===== config.mk =====
export PLATFORM = sky130hd
export DESIGN_NAME = sd_cmd_card_responder
export DESIGN_NICKNAME = d
export VERILOG_FILES = /design/src/rtl/sd_cmd_card_responder_pkg.sv /design/src/rtl/sd_crc7.sv /design/src/rtl/sd_cmd_card_responder.sv
export SDC_FILE = /design/constraint.sdc
export NUM_CORES = 1
export LEC_CHECK = 0
export CORE_ASPECT_RATIO = 0.6
export CORE_UTILIZATION = 50
export DETAILED_ROUTE_END_ITERATION = 10
export PLACE_DENSITY = 0.7
export SETUP_SLACK_MARGIN = 0.1
export SLEW_MARGIN = 10
export SYNTH_ARGS = -nofsm -noshare
export SYNTH_HDL_FRONTEND = slang
export SYNTH_HIERARCHICAL = 1
export SYNTH_SLANG_ARGS = --single-unit

===== constraint.sdc =====
create_clock -name sd_clock -period 10.8 [get_ports sd_clock]
set_clock_uncertainty 0.15 [all_clocks]
set_input_delay 2.16 -clock sd_clock [delete_from_list [all_inputs] [get_ports sd_clock]]
set_output_delay 2.16 -clock sd_clock [all_outputs]
set_load 0.02 [all_outputs]

===== src/rtl/sd_cmd_card_responder_pkg.sv =====
// ============================================================================
// Module : sd_cmd_card_responder_pkg
// Brief  : Shared CMD-line definitions: frame layout, CRC7, FSM encodings.
// Rev    : 1.0 - initial release
// ============================================================================
`default_nettype none

package sd_cmd_card_responder_pkg;

  localparam int FRAME_BITS = 48;
  localparam int CRC_BITS   = 40;
  localparam logic [6:0] CRC7_POLY = 7'h09;

  localparam int START_POS = 47;
  localparam int TX_POS    = 46;
  localparam int INDEX_MSB = 45;
  localparam int INDEX_LSB = 40;
  localparam int ARG_MSB   = 39;
  localparam int ARG_LSB   = 8;
  localparam int CRC_MSB   = 7;
  localparam int CRC_LSB   = 1;
  localparam int END_POS   = 0;

  typedef logic [1:0] state_t;
  localparam state_t ST_IDLE = 2'd0;
  localparam state_t ST_RX   = 2'd1;
  localparam state_t ST_WAIT = 2'd2;
  localparam state_t ST_TX   = 2'd3;

  function automatic logic [6:0] crc7_next(input logic [6:0] crc, input logic din);
    logic fb;
    fb = crc[6] ^ din;
    return {crc[5:0], 1'b0} ^ (fb ? CRC7_POLY : 7'h00);
  endfunction

endpackage

`default_nettype wire


===== src/rtl/sd_crc7.sv =====
// ============================================================================
// Module : sd_crc7
// Brief  : Serial CRC7 (x^7+x^3+1); clear with enable seeds from zero.
// Rev    : 1.0 - initial release
// ============================================================================
`default_nettype none

module sd_crc7
  import sd_cmd_card_responder_pkg::*;
(
  input  logic       clk,
  input  logic       rst,
  input  logic       clear,
  input  logic       enable,
  input  logic       bit_in,
  output logic [6:0] crc
);

  always_ff @(posedge clk or posedge rst) begin
    if (rst) begin
      crc <= 7'h00;
    end else if (enable) begin
      crc <= crc7_next(clear ? 7'h00 : crc, bit_in);
    end else if (clear) begin
      crc <= 7'h00;
    end
  end

endmodule

`default_nettype wire


===== src/rtl/sd_cmd_card_responder.sv =====
// ============================================================================
// Module : sd_cmd_card_responder
// Brief  : Card-side CMD engine: receives 48-bit commands, answers with R1.
// Rev    : 1.0 - initial release
// ============================================================================
`default_nettype none

module sd_cmd_card_responder
  import sd_cmd_card_responder_pkg::*;
#(
  parameter int NCR       = 2,
  parameter int FRAME_LEN = FRAME_BITS
)
(
  input  logic        sd_clock,
  input  logic        reset,
  input  logic        enable,
  input  logic        cmd_in,
  output logic        cmd_out,
  output logic        cmd_oe,
  input  logic [5:0]  resp_index,
  input  logic [31:0] resp_arg,
  output logic        cmd_valid,
  output logic [5:0]  cmd_index_out,
  output logic [31:0] cmd_arg_out,
  output logic        crc_error,
  output logic        busy
);

  localparam logic [5:0] c_last_bit  = 6'(FRAME_LEN - 1);
  localparam logic [5:0] c_frame_len = 6'(FRAME_LEN);
  localparam logic [5:0] c_crc_bits  = 6'(CRC_BITS);
  localparam logic [5:0] c_ncr_last  = 6'(NCR - 1);

  state_t                 r_state;
  state_t                 w_next_state;
  logic                   r_idle_q;
  logic [5:0]             r_bitcnt;
  logic [5:0]             r_ncr_cnt;
  logic [FRAME_LEN-2:0]   r_rx_shift;
  logic [FRAME_LEN-1:0]   r_tx_shift;
  logic                   r_cmd_valid;
  logic                   r_crc_error;
  logic [5:0]             r_cmd_index;
  logic [31:0]            r_cmd_arg;

  logic [FRAME_LEN-1:0]   w_rx_frame;
  logic [6:0]             w_rx_crc;
  logic [6:0]             w_tx_crc;
  logic                   w_start;
  logic                   w_rx_last;
  logic                   w_frame_ok;
  logic                   w_rx_crc_en;
  logic                   w_tx_crc_clr;
  logic                   w_tx_crc_en;

  // r_idle_q masks the first IDLE cycle so a start bit there is not taken
  assign w_start    = enable && (r_state == ST_IDLE) && r_idle_q && !cmd_in;
  assign w_rx_frame = {r_rx_shift, cmd_in};
  assign w_rx_last  = (r_state == ST_RX) && (r_bitcnt == c_last_bit);
  assign w_frame_ok = !w_rx_frame[START_POS] && w_rx_frame[TX_POS] &&
                      w_rx_frame[END_POS] &&
                      (w_rx_frame[CRC_MSB:CRC_LSB] == w_rx_crc);

  // RX counter holds bits already received, so the arriving bit is bitcnt+1
  assign w_rx_crc_en  = w_start || ((r_state == ST_RX) && (r_bitcnt < c_crc_bits));
  assign w_tx_crc_clr = (r_state == ST_TX) && (r_bitcnt == 6'd1);
  assign w_tx_crc_en  = (r_state == ST_TX) && (r_bitcnt <= c_crc_bits);

  sd_crc7 u_rx_crc (
    .clk    (sd_clock),
    .rst    (reset),
    .clear  (w_start),
    .enable (w_rx_crc_en),
    .bit_in (cmd_in),
    .crc    (w_rx_crc)
  );

  sd_crc7 u_tx_crc (
    .clk    (sd_clock),
    .rst    (reset),
    .clear  (w_tx_crc_clr),
    .enable (w_tx_crc_en),
    .bit_in (r_tx_shift[FRAME_LEN-1]),
    .crc    (w_tx_crc)
  );

  always_ff @(posedge sd_clock or posedge reset) begin
    if (reset) begin
      r_state <= ST_IDLE;
    end else begin
      r_state <= w_next_state;
    end
  end

  always_comb begin
    w_next_state = r_state;
    if (!enable) begin
      w_next_state = ST_IDLE;
    end else begin
      case (r_state)
        ST_IDLE: if (w_start) w_next_state = ST_RX;
        ST_RX:   if (w_rx_last) w_next_state = w_frame_ok ? ST_WAIT : ST_IDLE;
        ST_WAIT: if (r_ncr_cnt == c_ncr_last) w_next_state = ST_TX;
        ST_TX:   if (r_bitcnt == c_frame_len) w_next_state = ST_IDLE;
        default: w_next_state = ST_IDLE;
      endcase
    end
  end

  always_comb begin
    busy    = (r_state != ST_IDLE);
    cmd_oe  = (r_state == ST_TX);
    cmd_out = (r_state == ST_TX) ? r_tx_shift[FRAME_LEN-1] : 1'b1;
  end

  always_ff @(posedge sd_clock or posedge reset) begin
    if (reset) begin
      r_idle_q    <= 1'b1;
      r_bitcnt    <= 6'd0;
      r_ncr_cnt   <= 6'd0;
      r_rx_shift  <= '0;
      r_tx_shift  <= '1;
      r_cmd_valid <= 1'b0;
      r_crc_error <= 1'b0;
      r_cmd_index <= 6'd0;
      r_cmd_arg   <= 32'd0;
    end else begin
      r_idle_q    <= (r_state == ST_IDLE);
      r_cmd_valid <= enable && w_rx_last && w_frame_ok;
      r_crc_error <= enable && w_rx_last && !w_frame_ok;

      if (enable && w_rx_last && w_frame_ok) begin
        r_cmd_index <= w_rx_frame[INDEX_MSB:INDEX_LSB];
        r_cmd_arg   <= w_rx_frame[ARG_MSB:ARG_LSB];
      end

      if (w_start || (r_state == ST_RX)) begin
        r_rx_shift <= w_rx_frame[FRAME_LEN-2:0];
      end

      r_ncr_cnt <= (r_state == ST_WAIT) ? r_ncr_cnt + 6'd1 : 6'd0;

      case (r_state)
        ST_IDLE: if (w_start) r_bitcnt <= 6'd1;
        ST_RX:   r_bitcnt <= r_bitcnt + 6'd1;
        ST_WAIT: r_bitcnt <= 6'd1;
        ST_TX:   r_bitcnt <= r_bitcnt + 6'd1;
        default: r_bitcnt <= 6'd0;
      endcase

      // Response fields are captured on the first WAIT edge; CRC slot filled after bit 40
      if ((r_state == ST_WAIT) && (r_ncr_cnt == 6'd0)) begin
        r_tx_shift <= {2'b00, resp_index, resp_arg, 7'h00, 1'b1};
      end else if (r_state == ST_TX) begin
        if (r_bitcnt == c_crc_bits) begin
          r_tx_shift <= {crc7_next(w_tx_crc, r_tx_shift[FRAME_LEN-1]),
                         r_tx_shift[CRC_BITS-1:0], 1'b1};
        end else begin
          r_tx_shift <= {r_tx_shift[FRAME_LEN-2:0], 1'b1};
        end
      end
    end
  end

  assign cmd_valid     = r_cmd_valid;
  assign crc_error     = r_crc_error;
  assign cmd_index_out = r_cmd_index;
  assign cmd_arg_out   = r_cmd_arg;

endmodule

`default_nettype wire


# After elaboration in Yosys (flattened, before gate mapping)

Index checks and enable logic that the tools add are counted.

Register bits: 164
Bits of input ports: 42
Output and inout bits: 43
Word-level logic and storage cells: 82

$add $sub $neg: 2
Magnitude comparators: 2
Eq/ne operators: 14
Multiplexer cells: 21
Bitwise gates (word level): 6
Reductions and logical operators: 25

Operators by type and width:

| operator            | number |
|---|---|
| $mux 48             | 3 |
| $mux 7              | 4 |
| $eq 6x6->1 const B  | 3 |
| $pmux 6 s3          | 1 |
| $logic_and 1x1->1   | 14 |
| $xor 7x7->7         | 2 |
| $add 6x1->6 const B | 2 |
| $eq 6x1->1 const B  | 2 |
| $mux 2              | 6 |
| $mux 4              | 3 |
| $mux 6              | 2 |
| $pmux 2 s4          | 1 |
| $eq 7x7->1          | 1 |
| $xor 7x4->7         | 1 |
| $le 6x6->1 const B  | 1 |
| $logic_not 6->1     | 1 |
| $lt 6x6->1 const B  | 1 |
| $ne 3x2->1 const B  | 2 |
| $ne 3x3->1 const B  | 2 |
| $eq 2x2->1 const B  | 2 |
| $reduce_and 4->1    | 1 |
| $reduce_bool 2->1   | 2 |
| $logic_not 1->1     | 3 |
| $xor 1x1->1         | 3 |
| 6 further kinds     | 7 |

# Logic depth before layout (Yosys ltp)

Gate-level depths: netlist of run 1.

Depth in word-level cells: 9
Depth in mapped cells: 10
Gate-level depth less buffers: 8

# By module

Netlist of run 1, hierarchy kept.

By module, submodules not included:

| module                | instances | cells an instance | area an instance (µm²) | seq. area each (µm²) |
|---|---|---|---|---|
| sd_cmd_card_responder | 1         | 535               | 6396.1                 | 3788.6 |
| sd_crc7               | 2         | 32                | 329.1                  | 175.2 |

# Worst setup path after synthesis of run 1

No wires, ideal clock.

Path type: input port to flip-flop
Start point: input port cmd_in
End point: register u_rx_crc.crc[3]
Library setup time: 0.126 ns
Arrival: 3.539 ns
Data required time: 10.524 ns
Slack: 6.985 ns
Stages: 10
Path buffers: 3
Path through: and3b_1 nor2_1 nor2_1 buf_4 buf_4 and2_1 buf_4 inv_1 nor3_1 a221o_1

Elaborated cells on any way between the ends: 8
Those cells by class: mux: 3; bitwise: 2; reduce/logical: 3

RTL lines:

| item                  | RTL line                    | text |
|---|---|---|
| start, declared       | sd_cmd_card_responder.sv:18 | `input logic cmd_in,` |
| $logic_not 1->1       | sd_cmd_card_responder.sv:58 | `assign w_start = enable && (r_state == ST_IDLE) && r_idle_q && !cmd_in;` |
| $logic_and 1x1->1     | sd_cmd_card_responder.sv:58 |  |
| $logic_or 1x1->1      | sd_cmd_card_responder.sv:66 | `assign w_rx_crc_en = w_start \|\| ((r_state == ST_RX) && (r_bitcnt < c_crc_bits));` |
| named net w_rx_crc_en | sd_cmd_card_responder.sv:53 | `logic w_rx_crc_en;` |
| $mux 7                | sd_crc7.sv:22               | `end else if (enable) begin` |
| end signal, assigned  | sd_crc7.sv:23               | `crc <= crc7_next(clear ? 7'h00 : crc, bit_in);` |
| end, declared         | sd_crc7.sv:16               | `output logic [6:0] crc` |

The timed path passes the listed nets, and every way through them passes these cells.
A chain may end at the register's enable or synchronous reset.

# Worst setup path after layout of run 1

Start point: register r_state[0]
End point: output port cmd_oe

Longest elaborated chain between the ends: 1

RTL lines:

| item                   | RTL line                     | text |
|---|---|---|
| start, declared        | sd_cmd_card_responder.sv:35  | `state_t r_state;` |
| start signal, assigned | sd_cmd_card_responder.sv:92  | `r_state <= w_next_state;` |
| $eq 2x2->1             | sd_cmd_card_responder.sv:113 | `cmd_oe = (r_state == ST_TX);` |
| end, declared          | sd_cmd_card_responder.sv:20  | `output logic cmd_oe,` |

Every way passes these cells.

==> results of run 1 <==
[synth_stat cells, types with 9 or more instances]
| master | n |
|---|---|
| nand3_1 | 13 |
| xnor2_1 | 12 |
| a21oi_1 | 12 |
| inv_1 | 15 |
| mux2i_1 | 17 |
| dfrtp_1 | 115 |
| o21ai_0 | 9 |
| buf_2 | 10 |
| nand2_1 | 88 |
| mux2_2 | 64 |
| nor2_1 | 54 |
| dfstp_2 | 48 |
| a31oi_1 | 30 |
| clkbuf_1 | 9 |
| mux2_1 | 20 |
[layout make-up]
type	instances	area [um^2]	share of cell area, %
Clock buffer	19	433	5.03
Clock inverter	13	173	2.01
Inverter	16	65.1	0.756
Multi-Input combinational cell	385	2670	31.0
Sequential cell	163	4140	48.1
Tap cell	192	240	2.79
Timing Repair Buffer	90	886	10.3
[per-stage QoR]
step / total power [mW] / area (um^2) / util, %
3_5_place_dp: 0.909 / 8000 / 58.4
4_1_cts: 1.53 / 8600 / 62.8
2_1_floorplan: 0.856 / 7050 / -
5_1_grt: 1.58 / 8600 / 62.8
6_report: 1.52 / 8600 / 62.8
3_3_place_gp: 0.898 / 8000 / 58.4
[sequential cells by signal, summed over array words and instances, names as in the netlist, 2 cells and up]
register,cells
cmd_arg_out,32
cmd_index_out,6
r_bitcnt,6
r_ncr_cnt,6
r_rx_shift,47
r_state,2
r_tx_shift,47
u_rx_crc/crc,7
u_tx_crc/crc,7
[report_power, final]
group | internal [mW] | leakage, nW | switching [mW]
Sequential | 0.680 | 2.07 | 0.0596
Clock | 0.369 | 0.287 | 0.249
Combinational | 0.0912 | 1.54 | 0.0667
[kinds of logic after synthesis]
| kind of cell | Yosys count | share of synthesized area [%] |
|---|---|---|
| multiplexers | 101 | 15.8 |
| XOR/XNOR | 19 | 2.36 |
| AND/OR/NAND/NOR | 183 | 11.5 |
| adder cells (fa/ha/maj) | 6 | 1.06 |
| AO/OA/AOI/OAI | 76 | 6.94 |
| flip-flops | 163 | 58.7 |
| buffers and inverters | 51 | 3.67 |
[worst reg2reg max path: stages (launching register included)]
cell and delay, ns:
dfstp_2 0.52, and3b_1 0.22, nor2_1 0.09, nor2_4 0.10, buf_4 0.49, and2_1 0.49
inv_1 0.11, a2bb2oi_1 0.20, o21bai_1 0.08
[how the worst max path moves through the flow]
stage / to / slack (ns) / start
global route: cmd_oe / 5.56 / r_state[0]$_DFFE_PP0P_
finish: cmd_oe / 5.69 / r_state[0]$_DFFE_PP0P_
floorplan: cmd_arg_out[0]$_DFFE_PP0P_ / 4.56 / reset
global placement: u_rx_crc/crc[3]$_DFF_PP0_ / 6.04 / cmd_in
detailed placement: u_rx_crc/crc[0]$_DFF_PP0_ / 5.91 / cmd_in
CTS: cmd_oe / 5.67 / r_state[0]$_DFFE_PP0P_
[routing by layer]
layer	GRT usage, %	share of wire (%)	vias up
met3	3.55	2.8	5
met1	29.0	52	2289
met4	5.72	0.59	0
met5	0	0	-
li1	-	-	2205
met2	28.1	44	61
==> metrics.yaml, run 1 <==
rrSetupSlack_ns: 8.22
nNetsFinal: 721
synthesis.area_um2: 7050
cp_slowest_cell: "clkdlybuf4s50_1"
r2r_cells: 8
final_common_cell: "dfrtp_1"
via_count: 4560
hp-class: "register to register"
placed_cells: 846
start_kind: "register"
die_h_um: 94.0
worst_hold_path.endpoint: "r_tx_shift[1]$_DFFE_PP1P_"
clock.fmax_mhz: 196
cap_violations: 0
setup_ws_ns: 5.69
clkLatencyLatePin_ns: 0.41
ctsHtreeMaxLevel: 4
core-area_um2: 13700
ir_drop_mv: 0.0939
io_pins: 85
hold_depth: 2
rows: 33
relSlewSlack_pct: 28.4
detail-route-antenna-nets: 0
syn_nets: 647
finalHoldViolations: 0
cts_tree: "done"
power_density_nw_per_um2: 176
synth-edff-count: 0
cp.required_ns: 8.49
wire_per_inst_um: 15.0
min_from: "r_tx_shift[1]$_DFFE_PP1P_"
yosysSeqAreaShare_pct: 58.7
track_usage_pct: 19.2
crit_type: "register to primary output"
dp_hpwl_um: 8440
place_ws_ns: 5.91
async_flop_share_pct: 100
cts-resized-gates: 0
place_congestion: 0.797
dieArea_um2: 14600
drc: 0
clk_pin_slew_worst_paths_ns: 0.06
grt_max_degree: 88
firstDrtPassIters: 4
stdcell_count: 878
grt_first_pass_wirelength_um: 22300
rsz0062_at_grt: "false"
cts-root-buf: "clkbuf_16"
crit_family: "buffers and inverters"
final_max_slew_viol_count: 0
reg2reg_from: "r_idle_q$_DFF_PP1_"
cts_buffer_depth: 2
yosys_most_used_dff: "dfrtp_1"
final_cell_mix: "dfrtp_1 (115), nand2_1 (88), clkdlybuf4s50_1 (84)"
drive_above_1_share_pct: 22.9
overflow: 0
viasPerCell: 5.19
path_max_fanout: 49
area_growth_pct: 22.0
fp.dieW_um: 155
worst_pin_slew_ns: 1.07
start_util_pct: 51.5
crit_buf_inv: 3
worst-path-stages: 4
timing.rr.end: "u_rx_crc/crc[0]$_DFF_PP0_"
synth_area_leaders: "dfrtp_1 (41%), dfstp_2 (18%), mux2_2 (10%), nand2_1 (4.7%), mux2_1 (3.2%)"
crit_chain: "nand2_1 > buf_4 > inv_2 > clkdlybuf4s50_1"
yosysTopAreaCellShare_pct: 40.8
grt_pass1_vias: 4499
avgSynthCellArea_um2: 11.8
end_kind: "primary output"
cts_sinks: 163
hold_ws_ns: 0.315
yosys_warnings: 6
leakage_nw: 3.90
critPathMaxStageDelay_ns: 0.74
antenna_found_initial: 0
period_share_pct: 47.3
netlist.top_cell.by_area: "dfrtp_1"
crit_arrival_ns: 2.80
fin_tns_setup_ns: 0
hold_buffers: 0
cts_inserted_buffers: 17
syn_inst: 599
drt_iter0_drc: 228
drt-total-wl_um: 13200
diodes: 0
portBuffers: 84
post_cts_buffers: 0
finalSetupViolCount: 0
fin_crit_ns: 5.11
ys_ff_latch: 163
nFillCells: 1083
status: "complete, no violations"
synthDistinctLibCells: 47
Note: power is estimated with default switching activity, not from simulation.
==> inputs of run 2 (changes only) <==
==> constraint.sdc (replaced) <==
create_clock -name sd_clock -period 5.1 [get_ports sd_clock]
set_clock_uncertainty 0.15 [all_clocks]
set_input_delay 1.02 -clock sd_clock [delete_from_list [all_inputs] [get_ports sd_clock]]
set_output_delay 1.02 -clock sd_clock [all_outputs]
set_load 0.02 [all_outputs]
==> metrics.yaml, run 2 (synthesis gave the netlist of run 1 again) <==
track_usage_pct: 19.7
detail-route-antenna-nets: 0
path_max_fanout: 46
hp-class: "register to register"
dieArea_um2: 14600
final_max_slew_viol_count: 0
min_from: "r_tx_shift[9]$_DFFE_PP1P_"
clk_pin_slew_worst_paths_ns: 0.06
drive_above_1_share_pct: 23.3
crit_start: "r_state[0]$_DFFE_PP0P_"
switchingPower_mw: 0.820
diodes: 0
die_h_um: 94.0
final_common_cell: "dfrtp_1"
via_count: 4571
fp.dieW_um: 155
drt_iter0_drc: 263
status: "complete, no violations"
antenna_found_initial: 0
cts_buffer_depth: 2
portBuffers: 84
io_pins: 85
ir_drop_mv: 0.166
wire_per_inst_um: 15.0
area_growth_pct: 22.4
place_congestion: 0.822
grt_max_degree: 70
totalPowerFinal_mw: 3.24
fin_crit_ns: 3.62
pwr-share-seq_pct: 48.3
finalSetupViolCount: 0
start_kind: "register"
clkPwrFrac_pct: 41.2
nNetsFinal: 721
drt-total-wl_um: 13200
dp_hpwl_um: 8620
cts-resized-gates: 0
cts_inserted_buffers: 17
cap_violations: 0
worst_pin_slew_ns: 0.952
core-area_um2: 13700
overflow: 0
rsz0062_at_grt: "false"
power_density_nw_per_um2: 375
clkLatencyLatePin_ns: 0.42
multi_input_area_um2: 2680
crit_type: "register to primary output"
fin_tns_setup_ns: 0
comb_power_share_pct: 10.5
clock.fmax_mhz: 276
drc: 0
p_sw_share_pct: 25.3
cp.required_ns: 3.93
start_util_pct: 51.5
rows: 33
period_share_pct: 71.0
cts_sinks: 163
relSlewSlack_pct: 36.4
grt_first_pass_wirelength_um: 22500
internal-power_mw: 2.42
nFillCells: 1058
finalHoldViolations: 0
viasPerCell: 5.21
grt_pass1_vias: 4510
leakage_nw: 3.91
crit_arrival_ns: 2.45
ctsHtreeMaxLevel: 4
end_kind: "primary output"
cts_tree: "done"
seq_area_um2: 4140
post_cts_buffers: 0
final_cell_mix: "dfrtp_1 (115), nand2_1 (88), clkdlybuf4s50_1 (84)"
reg2reg_from: "r_state[0]$_DFFE_PP0P_"
cts-root-buf: "clkbuf_16"
fin_util_pct: 63.0
firstDrtPassIters: 4
hold_buffers: 0
-- run 2: final cells by class --
class | instances | share of cell area [%]
Sequential cell | 163 | 47.9
Multi-Input combinational cell | 385 | 31.0
Timing Repair Buffer | 90 | 10.4
Clock buffer | 17 | 4.93
Tap cell | 192 | 2.78
Clock inverter | 15 | 2.22
Inverter | 16 | 0.739
-- run 2: path summary, 6_finish.rpt --
| kind | depth (start not counted) | slack, ns | to |
|---|---|---|---|
| min in group asynchronous | 2 | 0.80 | u_rx_crc/crc[6]$_DFF_PP0_ |
| max in group asynchronous | 3 | 2.63 | r_tx_shift[27]$_DFFE_PP1P_ |
| max reg2reg | 5 | 2.63 | u_tx_crc/crc[3]$_DFF_PP0_ |
| min | 2 | 0.32 | r_tx_shift[9]$_DFFE_PP1P_ |
| min reg2reg | 2 | 0.32 | r_tx_shift[9]$_DFFE_PP1P_ |
| max | 3 | 1.48 | cmd_oe |
-- run 2: stage by stage --
stage                     cell area [um^2]  setup WS (ns)  instances  hold slack [ns]
after floorplan                       7060           2.09        599            0.289
after global placement                8010           1.71        846            0.296
after detailed placement              8010           1.68        846            0.311
after CTS                             8630           1.47        878            0.321
after global routing                  8630           1.29        878            0.332
final                                 8630           1.48        878            0.320
-- run 2: power by group through the flow --
stage                     combinational (mW)  sequential, mW  clock [mW]
final                                  0.341            1.56        1.33
after global routing                   0.379            1.58        1.42
after CTS                              0.348            1.56        1.37
after detailed placement               0.345            1.59           0
after global placement                 0.326            1.58           0
after floorplan                        0.273            1.54           0
-- run 2: worst max-delay path: stages, from the launching register on --
cell and delay (ns):
dfrtp_1 0.57, nand2_1 0.14, inv_2 0.58, clkdlybuf4s50_1 0.74
-- run 2: layer usage --
metal  up-vias  wire length, um  global-route usage [%]
met5         -                0                       0
met4         0              135                    7.11
met3        12              441                    4.57
met2        73             5810                    28.3
met1      2271             6760                    29.3
li1       2215                -                       -
==> inputs of run 3 (changes only) <==
==> constraint.sdc (replaced) <==
create_clock -name sd_clock -period 3.35 [get_ports sd_clock]
set_clock_uncertainty 0.15 [all_clocks]
set_input_delay 0.67 -clock sd_clock [delete_from_list [all_inputs] [get_ports sd_clock]]
set_output_delay 0.67 -clock sd_clock [all_outputs]
set_load 0.02 [all_outputs]
==> metrics.yaml, run 3 (synthesis gave the netlist of run 1 again) <==
final_cell_mix: "dfrtp_1 (115), nand2_1 (88), clkdlybuf4s50_1 (84)"
power_density_nw_per_um2: 559
clkPwrFrac_pct: 39.9
nNetsFinal: 724
cts_buffer_depth: 2
switchingPower_mw: 1.22
final_common_cell: "dfrtp_1"
relSlewSlack_pct: 47.7
dp_hpwl_um: 8580
area_growth_pct: 22.8
cts_sinks: 163
start_util_pct: 51.5
p_sw_share_pct: 25.1
grt_pass1_vias: 4623
cts_inserted_buffers: 17
drc: 0
cp.required_ns: 2.53
detail-route-antenna-nets: 0
dieArea_um2: 14600
dpl_cell_area_um2: 8070
totalPowerFinal_mw: 4.84
diodes: 0
internal-power_mw: 3.62
cp_slowest_cell: "clkdlybuf4s50_1"
clkLatencyLatePin_ns: 0.41
rsz0062_at_grt: "false"
end_kind: "primary output"
fin_util_pct: 63.2
crit_arrival_ns: 1.98
die_h_um: 94.0
via_count: 4538
finalHoldViolations: 0
hold_buffers: 0
crit_buf_inv: 2
critPathMaxStageDelay_ns: 0.63
path_max_fanout: 13
status: "complete, no violations"
drt-total-wl_um: 13300
viasPerCell: 5.15
track_usage_pct: 19.8
rows: 33
post_cts_buffers: 0
comb_power_share_pct: 10.8
firstDrtPassIters: 4
core-area_um2: 13700
finalSetupViolCount: 0
crit_chain: "nor2_1 > inv_1 > clkdlybuf4s50_1"
crit_type: "register to primary output"
clk_pin_slew_worst_paths_ns: 0.06
fin_crit_ns: 2.80
overflow: 0
io_pins: 85
pwr-share-seq_pct: 49.4
crit_family: "buffers and inverters"
leakage_nw: 3.92
fin_tns_setup_ns: 0
worst_pin_slew_ns: 0.782
fp.dieW_um: 155
ctsHtreeMaxLevel: 4
hp-class: "register to register"
clock.fmax_mhz: 358
drive_above_1_share_pct: 23.4
grt_first_pass_wirelength_um: 22800
portBuffers: 84
ir_drop_mv: 0.307
final_max_slew_viol_count: 0
start_kind: "register"
wire_per_inst_um: 15.1
cap_violations: 0
period_share_pct: 83.5
cts-resized-gates: 0
cts_tree: "done"
antenna_found_initial: 0
drt_iter0_drc: 212
grt_max_degree: 92
cts-root-buf: "clkbuf_16"
place_congestion: 0.776
design_area_um2: 8660
## run 3: cell count changes in the layout (fill, tap and decap cells not counted)
cell / before / now
clkinv_1: 0 / 1
inv_6: 6 / 5
inv_8: 1 / 0
buf_12: 1 / 4
clkinv_2: 1 / 2
clkbuf_8: 0 / 1
bufinv_16: 3 / 2
nor4_1: 0 / 1
nor4_2: 2 / 1
## run 3: metal layers
layer / GRT usage, % / vias to the layer above / routed length [um]
li1: - / 2203 / -
met1: 29.0 / 2259 / 6960
met2: 30.2 / 74 / 5890
met3: 3.14 / 2 / 427
met4: 6.21 / 0 / 18
met5: 0 / - / 0
## run 3: worst reg2reg max path, cell delays in order (launching register included)
cell and delay, ns:
dfrtp_1 0.62, nand2_1 0.16, buf_4 0.32, nor4_1 0.28
buf_4 0.21, nor3_1 0.07, a221o_1 0.35
## run 3: through the flow
step	worst slack, ns	std cells	hold WS, ns
2_1_floorplan	0.694	599	0.289
3_3_place_gp	0.512	849	0.296
3_5_place_dp	0.410	849	0.300
4_1_cts	0.589	881	0.311
5_1_grt	0.449	881	0.323
6_report	0.554	881	0.311
## run 3: area by class of cell
cell class,instances,area [um^2]
clock inverter,14,150
sequential,163,4140
fill,1046,5050
timing repair buffer,93,958
inverter,16,63.8
multi-input combinational,385,2670
tap,192,240
clock buffer,18,439
## run 3: path summary, 6_finish.rpt
check | from | endpoint | slack [ns] | cells after the start
worst min-delay path | r_tx_shift[1]$_DFFE_PP1P_ | r_tx_shift[1]$_DFFE_PP1P_ | 0.31 | 2
worst max-delay path | r_state[0]$_DFFE_PP0P_ | busy | 0.55 | 3
worst max register to register | r_state[0]$_DFFE_PP0P_ | u_tx_crc/crc[3]$_DFF_PP0_ | 1.09 | 6
max in group asynchronous | reset | cmd_arg_out[31]$_DFFE_PP0P_ | 1.96 | 3
worst min register to register | r_tx_shift[1]$_DFFE_PP1P_ | r_tx_shift[1]$_DFFE_PP1P_ | 0.31 | 2
min in group asynchronous | reset | r_bitcnt[2]$_DFFE_PP0P_ | 0.42 | 2
## run 3: power by group through the flow
stage / Sequential [mW] / Clock [mW] / Combinational, mW
after floorplan: 2.34 / 0 / 0.416
after global placement: 2.40 / 0 / 0.502
after detailed placement: 2.42 / 0 / 0.524
after CTS: 2.39 / 1.96 / 0.529
after global routing: 2.43 / 2.05 / 0.580
final: 2.39 / 1.93 / 0.520
